**config.mk**
```make
export PLATFORM = sky130hd
export DESIGN_NAME = fp_cmp_arb_flat
export DESIGN_NICKNAME = d
export VERILOG_FILES = /design/src/rtl/fp_cmp_arb_if.sv /design/src/rtl/fp_cmp_arb.sv /design/src/flat_wrapper.sv
export SDC_FILE = /design/constraint.sdc
export NUM_CORES = 1
export LEC_CHECK = 0
export BUFFER_PORTS_ARGS = -buffer_cell sky130_fd_sc_hd__buf_2
export CORE_AREA = 5 5 155 157
export DETAILED_ROUTE_END_ITERATION = 12
export DIE_AREA = 0 0 160 162
export PLACE_DENSITY_LB_ADDON = 0.05
export SLEW_MARGIN = 40
export SYNTH_ARGS = -nofsm -noshare
export SYNTH_HDL_FRONTEND = slang
export SYNTH_SLANG_ARGS = --single-unit
```
**constraint.sdc**
```tcl
create_clock -name clk -period 1.8 [get_ports clk]
set_clock_uncertainty 0.05 [all_clocks]
set_input_delay 0.18 -clock clk [delete_from_list [all_inputs] [get_ports clk]]
set_output_delay 0.18 -clock clk [all_outputs]
set_load 0.1 [all_outputs]
```
**src/rtl/fp_cmp_arb_if.sv**
```systemverilog
// Bus bundle for fp_cmp_arb: two requester ports, the shared comparator
// hookup and the response port. slave = arbiter side, master = environment.
interface fp_cmp_arb_if;
    logic        req0_valid;
    logic        req0_ready;
    logic [63:0] req0_a;
    logic [63:0] req0_b;
    logic [1:0]  req0_op;
    logic        req1_valid;
    logic        req1_ready;
    logic [63:0] req1_a;
    logic [63:0] req1_b;
    logic [1:0]  req1_op;
    logic [63:0] cmp_a;
    logic [63:0] cmp_b;
    logic [1:0]  cmp_op;
    logic        cmp_result;
    logic        rsp_valid;
    logic        rsp_ready;
    logic        rsp_id;
    logic        rsp_result;
    logic        rsp_nv;

    modport slave (
        input  req0_valid, req0_a, req0_b, req0_op,
        output req0_ready,
        input  req1_valid, req1_a, req1_b, req1_op,
        output req1_ready,
        output cmp_a, cmp_b, cmp_op,
        input  cmp_result,
        output rsp_valid, rsp_id, rsp_result, rsp_nv,
        input  rsp_ready
    );

    modport master (
        output req0_valid, req0_a, req0_b, req0_op,
        input  req0_ready,
        output req1_valid, req1_a, req1_b, req1_op,
        input  req1_ready,
        input  cmp_a, cmp_b, cmp_op,
        output cmp_result,
        input  rsp_valid, rsp_id, rsp_result, rsp_nv,
        output rsp_ready
    );
endinterface

```
**src/rtl/fp_cmp_arb.sv**
```systemverilog
// fp_cmp_arb: round-robin arbiter in front of a shared combinational FP
// comparator. Stage 1 registers the granted operands (driven straight to the
// comparator), stage 2 registers the result for the consumer.
// Optional macro FP_CMP_ARB_NV_EN builds the IEEE invalid-operation flag;
// without it rsp_nv is tied to 0.
module fp_cmp_arb #(
    parameter bit PRIO_RST = 1'b0
) (
    input logic          clk,
    input logic          rst,
    fp_cmp_arb_if.slave  bus
);
    localparam logic [1:0] OP_EQ  = 2'b10;
    localparam logic [1:0] OP_ILL = 2'b01;

    logic        s1_valid;
    logic [63:0] s1_a;
    logic [63:0] s1_b;
    logic [1:0]  s1_op;
    logic        s1_id;
    logic        prio;
    logic        rsp_valid;
    logic        rsp_id;
    logic        rsp_result;

    logic        s2_adv;
    logic        s1_free;
    logic        any_req;
    logic        grant;
    logic        take;
    logic        a_nan;
    logic        b_nan;
    logic        force_zero;

    function automatic logic is_nan(input logic [63:0] x);
        return (x[62:52] == 11'h7FF) && (x[51:0] != 52'd0);
    endfunction

    // Handshake and grant decode; ready never depends on the other port's ready.
    always_comb begin
        s2_adv  = s1_valid && (!rsp_valid || bus.rsp_ready);
        s1_free = !s1_valid || s2_adv;
        any_req = bus.req0_valid || bus.req1_valid;
        grant   = (bus.req0_valid && bus.req1_valid) ? prio : bus.req1_valid;
        take    = s1_free && any_req && !rst;
    end

    assign bus.req0_ready = take && !grant;
    assign bus.req1_ready = take && grant;

    // NaN operands and the illegal op squash the comparator result.
    always_comb begin
        a_nan      = is_nan(s1_a);
        b_nan      = is_nan(s1_b);
        force_zero = (s1_op == OP_ILL) || a_nan || b_nan;
    end

    // Stage 1 operand register plus round-robin priority.
    always_ff @(posedge clk) begin
        if (rst) begin
            s1_valid <= 1'b0;
            s1_a     <= 64'd0;
            s1_b     <= 64'd0;
            s1_op    <= 2'b00;
            s1_id    <= 1'b0;
            prio     <= PRIO_RST;
        end else if (take) begin
            s1_valid <= 1'b1;
            s1_a     <= grant ? bus.req1_a  : bus.req0_a;
            s1_b     <= grant ? bus.req1_b  : bus.req0_b;
            s1_op    <= grant ? bus.req1_op : bus.req0_op;
            s1_id    <= grant;
            prio     <= !grant;
        end else if (s2_adv) begin
            s1_valid <= 1'b0;
        end
    end

    // Stage 2 response register; holds while the consumer stalls.
    always_ff @(posedge clk) begin
        if (rst) begin
            rsp_valid  <= 1'b0;
            rsp_id     <= 1'b0;
            rsp_result <= 1'b0;
        end else if (s2_adv) begin
            rsp_valid  <= 1'b1;
            rsp_id     <= s1_id;
            rsp_result <= force_zero ? 1'b0 : bus.cmp_result;
        end else if (rsp_valid && bus.rsp_ready) begin
            rsp_valid  <= 1'b0;
        end
    end

`ifdef FP_CMP_ARB_NV_EN
    logic rsp_nv;
    logic nv_next;

    function automatic logic is_snan(input logic [63:0] x);
        return is_nan(x) && !x[51];
    endfunction

    // EQ only traps on signaling NaN; ordered compares trap on any NaN.
    always_comb begin
        nv_next = 1'b0;
        case (s1_op)
            OP_EQ:   nv_next = is_snan(s1_a) || is_snan(s1_b);
            OP_ILL:  nv_next = 1'b1;
            default: nv_next = a_nan || b_nan;
        endcase
    end

    // Invalid flag captured alongside the result.
    always_ff @(posedge clk) begin
        if (rst)
            rsp_nv <= 1'b0;
        else if (s2_adv)
            rsp_nv <= nv_next;
    end

    assign bus.rsp_nv = rsp_nv;
`else
    assign bus.rsp_nv = 1'b0;
`endif

    assign bus.cmp_a      = s1_a;
    assign bus.cmp_b      = s1_b;
    assign bus.cmp_op     = s1_op;
    assign bus.rsp_valid  = rsp_valid;
    assign bus.rsp_id     = rsp_id;
    assign bus.rsp_result = rsp_result;
endmodule

```
**src/flat_wrapper.sv**
```systemverilog
// flat-port wrapper written by rule: the top's interface ports become plain ports
module fp_cmp_arb_flat 
#(
    parameter bit PRIO_RST = 1'b0
)
  (clk, rst, bus_req0_valid, bus_req0_a, bus_req0_b, bus_req0_op, bus_req0_ready, bus_req1_valid, bus_req1_a, bus_req1_b, bus_req1_op, bus_req1_ready, bus_cmp_a, bus_cmp_b, bus_cmp_op, bus_cmp_result, bus_rsp_valid, bus_rsp_id, bus_rsp_result, bus_rsp_nv, bus_rsp_ready);
  fp_cmp_arb_if bus_i ();
  input logic clk;
  input logic rst;
  input wire logic [$bits(bus_i.req0_valid)-1:0] bus_req0_valid;
  input wire logic [$bits(bus_i.req0_a)-1:0] bus_req0_a;
  input wire logic [$bits(bus_i.req0_b)-1:0] bus_req0_b;
  input wire logic [$bits(bus_i.req0_op)-1:0] bus_req0_op;
  output wire logic [$bits(bus_i.req0_ready)-1:0] bus_req0_ready;
  input wire logic [$bits(bus_i.req1_valid)-1:0] bus_req1_valid;
  input wire logic [$bits(bus_i.req1_a)-1:0] bus_req1_a;
  input wire logic [$bits(bus_i.req1_b)-1:0] bus_req1_b;
  input wire logic [$bits(bus_i.req1_op)-1:0] bus_req1_op;
  output wire logic [$bits(bus_i.req1_ready)-1:0] bus_req1_ready;
  output wire logic [$bits(bus_i.cmp_a)-1:0] bus_cmp_a;
  output wire logic [$bits(bus_i.cmp_b)-1:0] bus_cmp_b;
  output wire logic [$bits(bus_i.cmp_op)-1:0] bus_cmp_op;
  input wire logic [$bits(bus_i.cmp_result)-1:0] bus_cmp_result;
  output wire logic [$bits(bus_i.rsp_valid)-1:0] bus_rsp_valid;
  output wire logic [$bits(bus_i.rsp_id)-1:0] bus_rsp_id;
  output wire logic [$bits(bus_i.rsp_result)-1:0] bus_rsp_result;
  output wire logic [$bits(bus_i.rsp_nv)-1:0] bus_rsp_nv;
  input wire logic [$bits(bus_i.rsp_ready)-1:0] bus_rsp_ready;
  assign bus_i.req0_valid = bus_req0_valid;
  assign bus_i.req0_a = bus_req0_a;
  assign bus_i.req0_b = bus_req0_b;
  assign bus_i.req0_op = bus_req0_op;
  assign bus_req0_ready = bus_i.req0_ready;
  assign bus_i.req1_valid = bus_req1_valid;
  assign bus_i.req1_a = bus_req1_a;
  assign bus_i.req1_b = bus_req1_b;
  assign bus_i.req1_op = bus_req1_op;
  assign bus_req1_ready = bus_i.req1_ready;
  assign bus_cmp_a = bus_i.cmp_a;
  assign bus_cmp_b = bus_i.cmp_b;
  assign bus_cmp_op = bus_i.cmp_op;
  assign bus_i.cmp_result = bus_cmp_result;
  assign bus_rsp_valid = bus_i.rsp_valid;
  assign bus_rsp_id = bus_i.rsp_id;
  assign bus_rsp_result = bus_i.rsp_result;
  assign bus_rsp_nv = bus_i.rsp_nv;
  assign bus_i.rsp_ready = bus_rsp_ready;
  fp_cmp_arb #(.PRIO_RST(PRIO_RST)) u_core (.clk(clk), .rst(rst), .bus(bus_i));
endmodule
```
==> qor.tcl, run 1 <==
set qor(outcome) {did not finish}
set qor(failing_step) {clock tree synthesis}
set qor(stop_error) {[ERROR RSZ-0060] Max buffer count reached.}
set qor(synth-async-reset-ratio_pct) 0
set qor(synth_top_cells_by_count) {dfxtp_1, nor2_1, a222oi_1}
set qor(cts-root-to-sink-buffers) 2
set qor(synth_edf_count) 0
set qor(synth_seq_area_share_pct) 51.8
set qor(place_inst) 1170
set qor(net_count_after_synthesis) 794
set qor(synth-seq-cells) 136
set qor(synth-main-ff-cell) {dfxtp_1}
set qor(die_h_um) 162
set qor(htree_levels) 4
set qor(post_cts_hold_buffer_count) 243
set qor(cts-root-buf) {clkbuf_16}
set qor(post_cts.resized_instances) 8
set qor(gate_count_of_the_mapped_netlist) 528
set qor(synth.largest_area_cell) {dfxtp_1}
set qor(yosys_warnings) 0
set qor(placement.cell_area_um2) 7580
set qor(rows) 55
set qor(globalplace.congestion) 0.880
set qor(synthMostInstantiatedCell) {dfxtp_1}
set qor(cts_buffers) 17
set qor(cts.sink_count) 136
set qor(post_cts_buffers) 8
set qor(synth_area_leaders) {dfxtp_1, a222oi_1, nor2_1, nor4_1, clkbuf_1}
set qor(start_util_pct) 23.5
set qor(io_buffers) 400
set qor(post_synth_instance_area_um2) 5260
set qor(die-width_um) 160
set qor(num_io_pins) 402
set qor(number_of_distinct_standard_cells_referenced_by_the_synthesized_netlist) 26
set qor(dp_hpwl_mm) 18.6
set qor(post_synth_top_area_share_pct) 51.8
set qor(syn_area_per_cell_um2) 9.96
[logic make-up after synthesis]
group | synth area share (%)
and+or+nand+nor | 15.8
buffers and inverters | 6.26
DFF | 51.8
other | 0.0713
AOI/OAI and AO/OA | 26.0
[through the flow]
step                setup WS (ns)  hold WS [ns]
floorplan                 -0.0635         0.251
global placement          -0.0178         0.388
detailed placement         -0.127         0.396
==> inputs of run 2 (changes only) <==
Settings changed: CORE_AREA 5 5 155 157 to default, CORE_MARGIN from default to 5, CORE_UTILIZATION from default to 21, DIE_AREA 0 0 160 162 to default, PLACE_DENSITY_LB_ADDON 0.05 to 0.15.
Clock period 1.8 ns to 2.34 ns, I/O delays scaled along.
==> qor.tcl, run 2 <==
set qor(whs_ns) 0.0178
set qor(die_area_um2) 28300
set qor(start_util_pct) 21.1 ;# -2.4 points
set qor(num_io_pins) 402 ;# unchanged
set qor(power.share.sequential_pct) 34.8
set qor(layout_setup_ws_ns) 0.160
set qor(power.share.clock_pct) 37.7
set qor(peakVddDrop_v) 0.000411
set qor(post_synth_top_area_share_pct) 51.8 ;# unchanged
set qor(power-per-cell-area_nw_per_um2) 919
set qor(design.final.nets) 1167
set qor(rows) 58 ;# +5.5%
set qor(grt_setup_unrepaired) {false}
set qor(first_global_vias) 6248
set qor(crit_required_ns) 2.06
set qor(drt_pass1_iterations) 9
set qor(finish.instance_area_um2) 8180
set qor(power.static_leakage_nw) 3.88
set qor(placement.cell_area_um2) 7540 ;# -0.45%
set qor(cts.sink_count) 136 ;# unchanged
set qor(synthMostInstantiatedCell) {dfxtp_1}
set qor(synth-seq-cells) 136 ;# unchanged
set qor(gate_count_of_the_mapped_netlist) 528 ;# unchanged
set qor(finalHoldViolations) 0
set qor(power_report.internal_total_mw) 4.70
set qor(yosys_warnings) 0 ;# unchanged
set qor(tritoncts) {yes}
set qor(cp.arrival_ns) 1.90
set qor(die-width_um) 168 ;# +5.1%
set qor(globalplace.congestion) 0.827 ;# -6.0%
set qor(initial_antenna_violation_count) 4
set qor(groute.usage.overall_pct) 16.8
set qor(slew_headroom_pct) 49.0
set qor(most-common-layout-cells) {buf_2, nor2_1, dfxtp_1}
set qor(via_per_inst) 5.01
set qor(floorplan.core_area_um2) 24900
set qor(totalWireLength_mm) 25.1
set qor(fin_setup_tns_ns) 0
set qor(outcome) {completed}
set qor(number_of_distinct_standard_cells_referenced_by_the_synthesized_netlist) 26 ;# unchanged
set qor(htree_levels) 4 ;# unchanged
set qor(synth_area_leaders) {dfxtp_1, a222oi_1, nor2_1, nor4_1, clkbuf_1}
set qor(cts-root-buf) {clkbuf_16}
set qor(grt_first_pass_wirelength_mm) 37.1
set qor(synth_edf_count) 0 ;# unchanged
set qor(ff_latch_area_um2) 2720
set qor(fin_crit_sh_pct) 93.1
set qor(cts_buffers) 17 ;# unchanged
set qor(io_buffers) 400 ;# unchanged
set qor(layout-drive-gt1-share_pct) 49.1
set qor(final-setup-viol-count) 0
set qor(synth_top_cells_by_count) {dfxtp_1, nor2_1, a222oi_1}
set qor(fill_cells) 2675
set qor(holdCritPathClass) {primary input to flip-flop}
set qor(setup.worst_path.end_class) {primary output}
set qor(dr.first_iter.drc_count) 759
set qor(final_period_minus_worst_setup_slack_ns) 2.18
set qor(combPwrFrac_pct) 27.5
set qor(die_h_um) 168 ;# +3.8%
set qor(grt_overflow) 0
set qor(pre_cts_ws_ns) 0.347 ;# +0.474 ns
set qor(maxClockFrequency_mhz) 459
set qor(areaGrowthSynthToFinish_pct) 55.6
set qor(cts-root-to-sink-buffers) 2 ;# unchanged
set qor(syn_area_per_cell_um2) 9.96 ;# unchanged
set qor(max_cap_violations) 0
set qor(cp_max_fo) 38
set qor(path_clk_slew_ns) 0.06
set qor(synth-main-ff-cell) {dfxtp_1}
set qor(num_vias) 6239
set qor(critPathKind) {flip-flop to primary output}
set qor(layout_commonest_cell) {buf_2}
set qor(worstMarginPinSlew_ns) 0.766
set qor(drv_slew) 0
set qor(dp_hpwl_mm) 18.4 ;# -0.83%
set qor(route.detailed.drc) 0
set qor(post_synth_instance_area_um2) 5260 ;# unchanged
set qor(ant_nets) 0
set qor(switching_share_pct) 37.5
set qor(worst_skew_pair.late_latency_ns) 0.42
set qor(net_count_after_synthesis) 794 ;# unchanged
set qor(worst_setup_sp_type) {flip-flop}
set qor(synth_seq_area_share_pct) 51.8 ;# unchanged
set qor(synth-async-reset-ratio_pct) 0 ;# unchanged
set qor(synth.largest_area_cell) {dfxtp_1}
set qor(wl_per_cell_um) 20.1
set qor(switchingPower_mw) 2.81
set qor(post-route-util_pct) 32.9
set qor(total_area_of_multi_input_combinational_cells_um2) 2230
set qor(grt_max_degree) 67
[run 2: cell counts after synthesis]
No cell type changed its count.
[run 2: layout make-up]
type / count / area share (%)
flip-flops and latches: 136 / 33.3
multi-input cells: 330 / 27.2
repair buffers: 414 / 26.8
clock buffers: 20 / 5.46
well taps: 330 / 5.05
clock inverters: 12 / 2.00
inverters: 2 / 0.0918
diodes: 1 / 0.0306
[run 2: worst max-delay path, stage by stage (launching register included)]
cell and delay (ns):
dfxtp_2 0.32, nor2b_4 0.13, a21oi_2 0.22, and3_4 0.56, buf_12 0.24
[run 2: per-layer routing]
metal	share of wire, %	vias up	global-route usage, %
met5	0.16	-	0
met4	1.6	6	5.01
met3	10	23	5.78
met2	49	375	28.4
met1	39	2911	20.1
li1	-	2924	-
[run 2: worst paths after layout]
path,startpoint,endpoint,slack [ns],depth (start not counted)
setup / recovery,u_core.bus.rsp_valid$_SDFFE_PP0P_,bus_req1_ready,0.16,4
hold / removal,bus_req1_a[45],u_core.bus.cmp_a[45]$_SDFFE_PP0P_,0.02,3
setup reg to reg,u_core.bus.rsp_valid$_SDFFE_PP0P_,u_core.bus.cmp_b[52]$_SDFFE_PP0P_,0.33,6
hold reg to reg,u_core.bus.rsp_id$_SDFFE_PP0P_,u_core.bus.rsp_id$_SDFFE_PP0P_,0.42,2
[run 2: power groups by stage]
| stage | sequential, mW | clock, mW | combinational [mW] |
|---|---|---|---|
| final | 2.61 | 2.83 | 2.07 |
| after global routing | 2.63 | 3.06 | 2.17 |
| after CTS | 2.61 | 2.95 | 2.08 |
| after detailed placement | 2.66 | 0 | 2.08 |
| after global placement | 2.67 | 0 | 2.09 |
| after floorplan | 3.70 | 0 | 0.479 |
[run 2: timing repair]
item / in CTS / in global routing
hold endpoints to repair: 2 / 0
hold buffers: 2 / 0
buffers inserted: 0 / 0
resized for setup: 0 / 0
[run 2: stage by stage]
step,cells,total power [mW]
2_1_floorplan,528,4.17
3_3_place_gp,1210,4.75
3_5_place_dp,1210,4.74
4_1_cts,1244,7.65
5_1_grt,1245,7.86
6_report,1245,7.51
[run 2: cells by family after synthesis]
family | count (synthesis) | share of synthesized area, %
other cells | 1 | 0.0713
flops | 136 | 51.8
compound gates | 140 | 26.0
simple gates | 189 | 15.8
buf+inv | 62 | 6.26
Power figures use the tool's default switching activity.
==> inputs of run 3 (changes only) <==
Settings changed: CORE_AREA from default to 5 5 152 154, CORE_MARGIN 5 to default, CORE_UTILIZATION 21 to default, DIE_AREA from default to 0 0 157 159.
==> qor.tcl, run 3 (synthesized netlist as in run 2, its figures left out) <==
set qor(grt_max_degree) 75 ;# +12%
set qor(cts.sink_count) 136 ;# unchanged
set qor(drv_slew) 0 ;# unchanged
set qor(dr.first_iter.drc_count) 834 ;# +9.9%
set qor(floorplan.core_area_um2) 21600 ;# -13%
set qor(layout-drive-gt1-share_pct) 49.3 ;# +0.22 points
set qor(dp_hpwl_mm) 17.9 ;# -3.2%
set qor(post_cts_hold_buffer_count) 0 ;# -2
set qor(grt_first_pass_wirelength_mm) 36.7 ;# -1.2%
set qor(cts-root-buf) {clkbuf_16}
set qor(totalWireLength_mm) 24.5 ;# -2.3%
set qor(crit-reg2reg-launch) {u_core.bus.rsp_valid$_SDFFE_PP0P_}
set qor(grt_setup_unrepaired) {false}
set qor(holdCritPathClass) {primary input to flip-flop}
set qor(critPathKind) {flip-flop to primary output}
set qor(die-width_um) 157 ;# -6.7%
set qor(total_area_of_multi_input_combinational_cells_um2) 2230 ;# +0.34%
set qor(groute.usage.overall_pct) 18.6 ;# +1.8 points
set qor(power.static_leakage_nw) 3.92 ;# +1.0%
set qor(final_period_minus_worst_setup_slack_ns) 2.19 ;# +0.00680 ns
set qor(num_io_pins) 402 ;# unchanged
set qor(wl_per_cell_um) 20.5 ;# +1.8%
set qor(maxClockFrequency_mhz) 457 ;# -0.31%
set qor(slew_headroom_pct) 42.4 ;# -6.5 points
set qor(crit_required_ns) 2.06 ;# about the same
set qor(placement.cell_area_um2) 7470 ;# -1.0%
set qor(ant_nets) 0 ;# unchanged
set qor(path_depth_of_the_worst_reg2reg_path) 6 ;# unchanged
set qor(power-per-cell-area_nw_per_um2) 955 ;# +3.9%
set qor(die_h_um) 159 ;# -5.5%
set qor(worst_setup_sp_type) {flip-flop}
set qor(io_buffers) 400 ;# unchanged
set qor(ff_latch_area_um2) 2720 ;# unchanged
set qor(design.final.nets) 1167 ;# unchanged
set qor(finish.instance_area_um2) 8180 ;# unchanged
set qor(fin_setup_tns_ns) 0 ;# unchanged
set qor(grt_overflow) 0 ;# unchanged
set qor(worstMarginPinSlew_ns) 0.864 ;# +0.0980 ns
set qor(die_area_um2) 25000 ;# -12%
set qor(startpoint) {u_core.bus.rsp_valid$_SDFFE_PP0P_}
set qor(layout_setup_ws_ns) 0.154 ;# -0.00680 ns
set qor(critical_path.endpoint) {bus_req1_ready}
set qor(layout_commonest_cell) {buf_2}
set qor(htree_levels) 4 ;# unchanged
set qor(timing.rr.end) {u_core.bus.cmp_b[9]$_SDFFE_PP0P_}
set qor(place_inst) 1160 ;# -4.1%
set qor(globalplace.congestion) 0.767 ;# -7.3%
set qor(initial_antenna_violation_count) 4 ;# unchanged
set qor(peakVddDrop_v) 0.000419 ;# +1.9%
set qor(cts-root-to-sink-buffers) 2 ;# unchanged
set qor(worst_hold_path.num_cells) 3 ;# unchanged
set qor(drt_pass1_iterations) 12 ;# +3
set qor(fin_crit_sh_pct) 93.4 ;# +0.29 points
set qor(pre_cts_ws_ns) 0.330 ;# -0.0170 ns
set qor(cp.arrival_ns) 1.90 ;# about the same
set qor(post-route-util_pct) 37.9 ;# +5.1 points
set qor(outcome) {completed}
set qor(cp_max_fo) 16 ;# -58%
set qor(finalHoldViolations) 0 ;# unchanged
set qor(route.detailed.drc) 0 ;# unchanged
set qor(worst-r2r-setup-slack_ns) 0.17 ;# -0.16 ns
set qor(tritoncts) {yes}
set qor(areaGrowthSynthToFinish_pct) 55.6 ;# unchanged
set qor(rows) 54 ;# -6.9%
set qor(most-common-layout-cells) {buf_2, nor2_1, dfxtp_1}
set qor(worst_skew_pair.late_latency_ns) 0.41 ;# about the same
set qor(num_vias) 6280 ;# +0.66%
set qor(fin_cells) 1194 ;# -4.1%
set qor(first_global_vias) 6314 ;# +1.1%
set qor(cts_buffers) 17 ;# unchanged
set qor(via_per_inst) 5.26 ;# +5.0%
set qor(setup.worst_path.end_class) {primary output}
set qor(path_clk_slew_ns) 0.06 ;# about the same
set qor(max_cap_violations) 0 ;# unchanged
set qor(fill_cells) 2261 ;# -15%
set qor(start_util_pct) 24.4 ;# +3.3 points
set qor(final-setup-viol-count) 0 ;# unchanged
[run 3: cell count changes in the layout (fill, tap and decap cells not counted)]
cell           previous run  this run
and3_2                    0         1
buf_12                    6         5
buf_4                     9        11
bufinv_16                 3         7
clkbuf_1                  2         1
clkinv_2                  1         0
clkinvlp_4                1         0
diode_2                   1         2
dlygate4sd3_1             2         0
inv_6                     4         1
[run 3: worst max-delay path: stages, from the launching register on]
cell     delay [ns]
dfxtp_2        0.32
nor2b_4        0.13
a21oi_2        0.33
and3_4         0.26
buf_4          0.23
buf_12         0.20
[run 3: report_power, final]
group          switching (mW)  internal [mW]  leakage (nW)
registers               0.136           2.47          1.12
clock network            1.01           2.13         0.334
logic                    1.56          0.498          2.47
[run 3: routing by layer]
layer  wire length, um  track usage (%)
met3              2520             6.12
met5                14                0
met2             12200             31.5
met1              9360             22.2
met4               388             5.96
[run 3: worst min path at each step]
| stage | from | to |
|---|---|---|
| detailed placement | u_core.bus.rsp_id$_SDFFE_PP0P_ | u_core.bus.rsp_id$_SDFFE_PP0P_ |
| global route | bus_req1_a[24] | u_core.bus.cmp_a[24]$_SDFFE_PP0P_ |
| finish | bus_req1_a[40] | u_core.bus.cmp_a[40]$_SDFFE_PP0P_ |
| CTS | bus_req1_a[28] | u_core.bus.cmp_a[28]$_SDFFE_PP0P_ |
| floorplan | bus_req1_valid | u_core.s1_valid$_SDFFE_PP0P_ |
| global placement | u_core.bus.rsp_id$_SDFFE_PP0P_ | u_core.bus.rsp_id$_SDFFE_PP0P_ |
[run 3: area by class of cell]
cell class                      instances  area share (%)
Multi-Input combinational cell        331            27.3
Timing Repair Buffer                  413            26.5
Tap cell                              280            4.28
Antenna cell                            2          0.0612
Sequential cell                       136            33.3
Clock buffer                           19            5.42
Clock inverter                         11            3.00
Inverter                                2          0.0918
[run 3: metrics by stage]
stage                     total power, mW  hold slack, ns
after floorplan                      4.17           0.305
after global routing                 8.14          0.0143
after detailed placement             4.72           0.398
after CTS                            7.93         0.00188
after global placement               4.73           0.398
final                                7.81          0.0289
[run 3: repair_timing]
action	CTS	global route
hold endpoints to repair	0	0
gates resized for setup	0	0
endpoints found under the setup margin	1	0
buffers inserted	1	0
==> inputs of run 4 (changes only) <==
Settings changed: CORE_AREA 5 5 152 154 to 2 2 157 159, DIE_AREA 0 0 157 159 to 0 0 159 161.
Clock period 2.34 ns to 2.83 ns, I/O delays scaled along.
==> qor.tcl, run 4 (synthesized netlist as in run 2, its figures left out) <==
set qor(outcome) {completed}
set qor(maxClockFrequency_mhz) 408
set qor(worst_skew_pair.late_latency_ns) 0.41 ;# about the same
set qor(timing.critical_path.slowest_cell_delay_ns) 0.50 ;# +0.17 ns
set qor(start_util_pct) 21.9 ;# -2.5 points
set qor(rows) 57 ;# +5.6%
set qor(post_cts.resized_instances) 0 ;# unchanged
set qor(worstSetupPathDepth) 5 ;# unchanged
set qor(final_period_minus_worst_setup_slack_ns) 2.45
set qor(crit_required_ns) 2.50 ;# +0.44 ns
set qor(layout_commonest_cell) {buf_2}
set qor(die-width_um) 159 ;# +1.3%
set qor(finalHoldViolations) 0 ;# unchanged
set qor(num_io_pins) 402 ;# unchanged
set qor(cts.sink_count) 136 ;# unchanged
set qor(ant_nets) 0 ;# unchanged
set qor(finish.instance_area_um2) 8090 ;# -1.1%
set qor(path_clk_slew_ns) 0.07 ;# about the same
set qor(cp_cell_sequence) {nor2b_4 > a21oi_2 > and3_4 > buf_4 > buf_12}
set qor(htree_levels) 4 ;# unchanged
set qor(critical_path.n_buffers_inverters) 2 ;# unchanged
set qor(cts_buffers) 17 ;# unchanged
set qor(worstMarginPinSlew_ns) 0.761 ;# -0.103 ns
set qor(io_buffers) 400 ;# unchanged
set qor(critPathKind) {flip-flop to primary output}
set qor(cts-root-to-sink-buffers) 2 ;# unchanged
set qor(groute.usage.overall_pct) 17.5 ;# -1.1 points
set qor(globalplace.congestion) 0.794 ;# +3.4%
set qor(areaGrowthSynthToFinish_pct) 53.8
set qor(cp.arrival_ns) 2.12 ;# +0.22 ns
set qor(max_cap_violations) 0 ;# unchanged
set qor(grt_setup_unrepaired) {false}
set qor(initial_antenna_violation_count) 2 ;# -2
set qor(die_h_um) 161 ;# +1.3%
set qor(via_per_inst) 5.05 ;# -4.0%
set qor(grt_first_pass_wirelength_mm) 35.1 ;# -4.1%
set qor(num_vias) 6240 ;# -0.64%
set qor(whs_ns) 0.0771 ;# +0.0482 ns
set qor(path_depth_of_the_worst_reg2reg_path) 6 ;# unchanged
set qor(worst-r2r-setup-slack_ns) 0.74 ;# +0.57 ns
set qor(power.static_leakage_nw) 3.84 ;# -2.0%
set qor(worst_hold_path.num_cells) 3 ;# unchanged
set qor(slew_headroom_pct) 49.3 ;# +6.9 points
set qor(cp_max_fo) 32 ;# +16
set qor(grt_max_degree) 70 ;# -6.7%
set qor(drt_pass1_iterations) 9 ;# -3
set qor(critPathSlowestCell) {and3_4}
set qor(timing.rr.end) {u_core.bus.cmp_a[50]$_SDFFE_PP0P_}
set qor(final-setup-viol-count) 0 ;# unchanged
set qor(fin_setup_tns_ns) 0 ;# unchanged
set qor(dr.first_iter.drc_count) 889 ;# +6.6%
set qor(setup.worst_path.end_class) {primary output}
set qor(tritoncts) {yes}
set qor(design.final.nets) 1164 ;# -0.26%
set qor(holdCritPathClass) {primary input to flip-flop}
set qor(post_cts_buffers) 0 ;# -1
set qor(fin_crit_sh_pct) 86.5
set qor(placement.cell_area_um2) 7500 ;# +0.47%
set qor(critical-path-top-delay-family) {simple AND/OR/NAND/NOR gates}
set qor(hold_path_startpoint) {bus_req1_a[40]}
set qor(cts-root-buf) {clkbuf_16}
set qor(drv_slew) 0 ;# unchanged
set qor(peakVddDrop_v) 0.000376 ;# -10%
set qor(floorplan.core_area_um2) 24000 ;# +11%
set qor(layout-drive-gt1-share_pct) 49.2 ;# -0.17 points
set qor(dp_hpwl_mm) 17.1 ;# -4.5%
set qor(wl_per_cell_um) 19.1 ;# -7.1%
set qor(crit-reg2reg-launch) {u_core.bus.rsp_valid$_SDFFE_PP0P_}
set qor(totalWireLength_mm) 23.6 ;# -3.8%
set qor(post_cts_hold_buffer_count) 0 ;# unchanged
set qor(grt_overflow) 0 ;# unchanged
set qor(power-per-cell-area_nw_per_um2) 751 ;# -21%
set qor(worst_setup_sp_type) {flip-flop}
set qor(route.detailed.drc) 0 ;# unchanged
set qor(die_area_um2) 25600 ;# +2.5%
set qor(hold_end) {u_core.bus.cmp_a[40]$_SDFFE_PP0P_}
set qor(most-common-layout-cells) {buf_2, nor2_1, dfxtp_1}
set qor(first_global_vias) 6069 ;# -3.9%
[run 4: cell count changes in the layout (fill, tap and decap cells not counted)]
cell,previous run,this run
bufinv_16,7,2
clkinvlp_4,0,3
inv_6,1,4
clkinv_2,0,2
and3_2,1,0
buf_12,5,4
buf_4,11,10
clkbuf_1,1,2
clkbuf_8,1,0
clkinv_4,3,2
diode_2,2,1
[run 4: final cells by class]
type	count	area (um^2)
clock buffer	19	433
clock inverter	13	145
timing repair buffer	411	2140
multi-input combinational	330	2230
inverter	2	7.51
antenna	1	2.50
tap	324	405
fill	2599	15900
sequential	136	2720
[run 4: worst max path at each step]
| stage | endpoint | slack (ns) | start |
|---|---|---|---|
| after floorplan | u_core.bus.cmp_b[26]$_SDFFE_PP0P_ | 0.26 | u_core.bus.rsp_valid$_SDFFE_PP0P_ |
| after global placement | u_core.bus.cmp_a[13]$_SDFFE_PP0P_ | 0.72 | bus_rsp_ready |
| after detailed placement | u_core.bus.rsp_result$_SDFFE_PP0P_ | 0.71 | u_core.bus.cmp_b[41]$_SDFFE_PP0P_ |
| after CTS | bus_req1_ready | 0.35 | u_core.bus.rsp_valid$_SDFFE_PP0P_ |
| after global routing | bus_req1_ready | 0.27 | u_core.bus.rsp_valid$_SDFFE_PP0P_ |
| final | bus_req1_ready | 0.38 | u_core.bus.rsp_valid$_SDFFE_PP0P_ |
[run 4: report_power, final]
part	switching, mW	internal (mW)
Sequential	0.116	2.04
Clock	0.909	1.31
Combinational	1.29	0.407
Total	2.31	3.76
[run 4: tightest hold or removal path: stages]
cell and delay [ns]:
buf_2 0.07, a222oi_1 0.07, nor2_1 0.08
[run 4: through the flow]
stage | instances | utilization (%) | power, mW | setup slack (ns)
after floorplan | 528 | - | 3.45 | 0.255
after detailed placement | 1203 | 31.3 | 3.90 | 0.712
final | 1236 | 33.7 | 6.07 | 0.381
after CTS | 1235 | 33.7 | 6.16 | 0.352
after global routing | 1235 | 33.7 | 6.34 | 0.273
after global placement | 1203 | 31.3 | 3.92 | 0.719
[run 4: metal layers]
| layer | GRT usage [%] | wire (um) |
|---|---|---|
| met3 | 5.03 | 1850 |
| met2 | 30.8 | 11800 |
| met1 | 20.8 | 9530 |
| met4 | 5.08 | 383 |
| met5 | 0 | 13 |
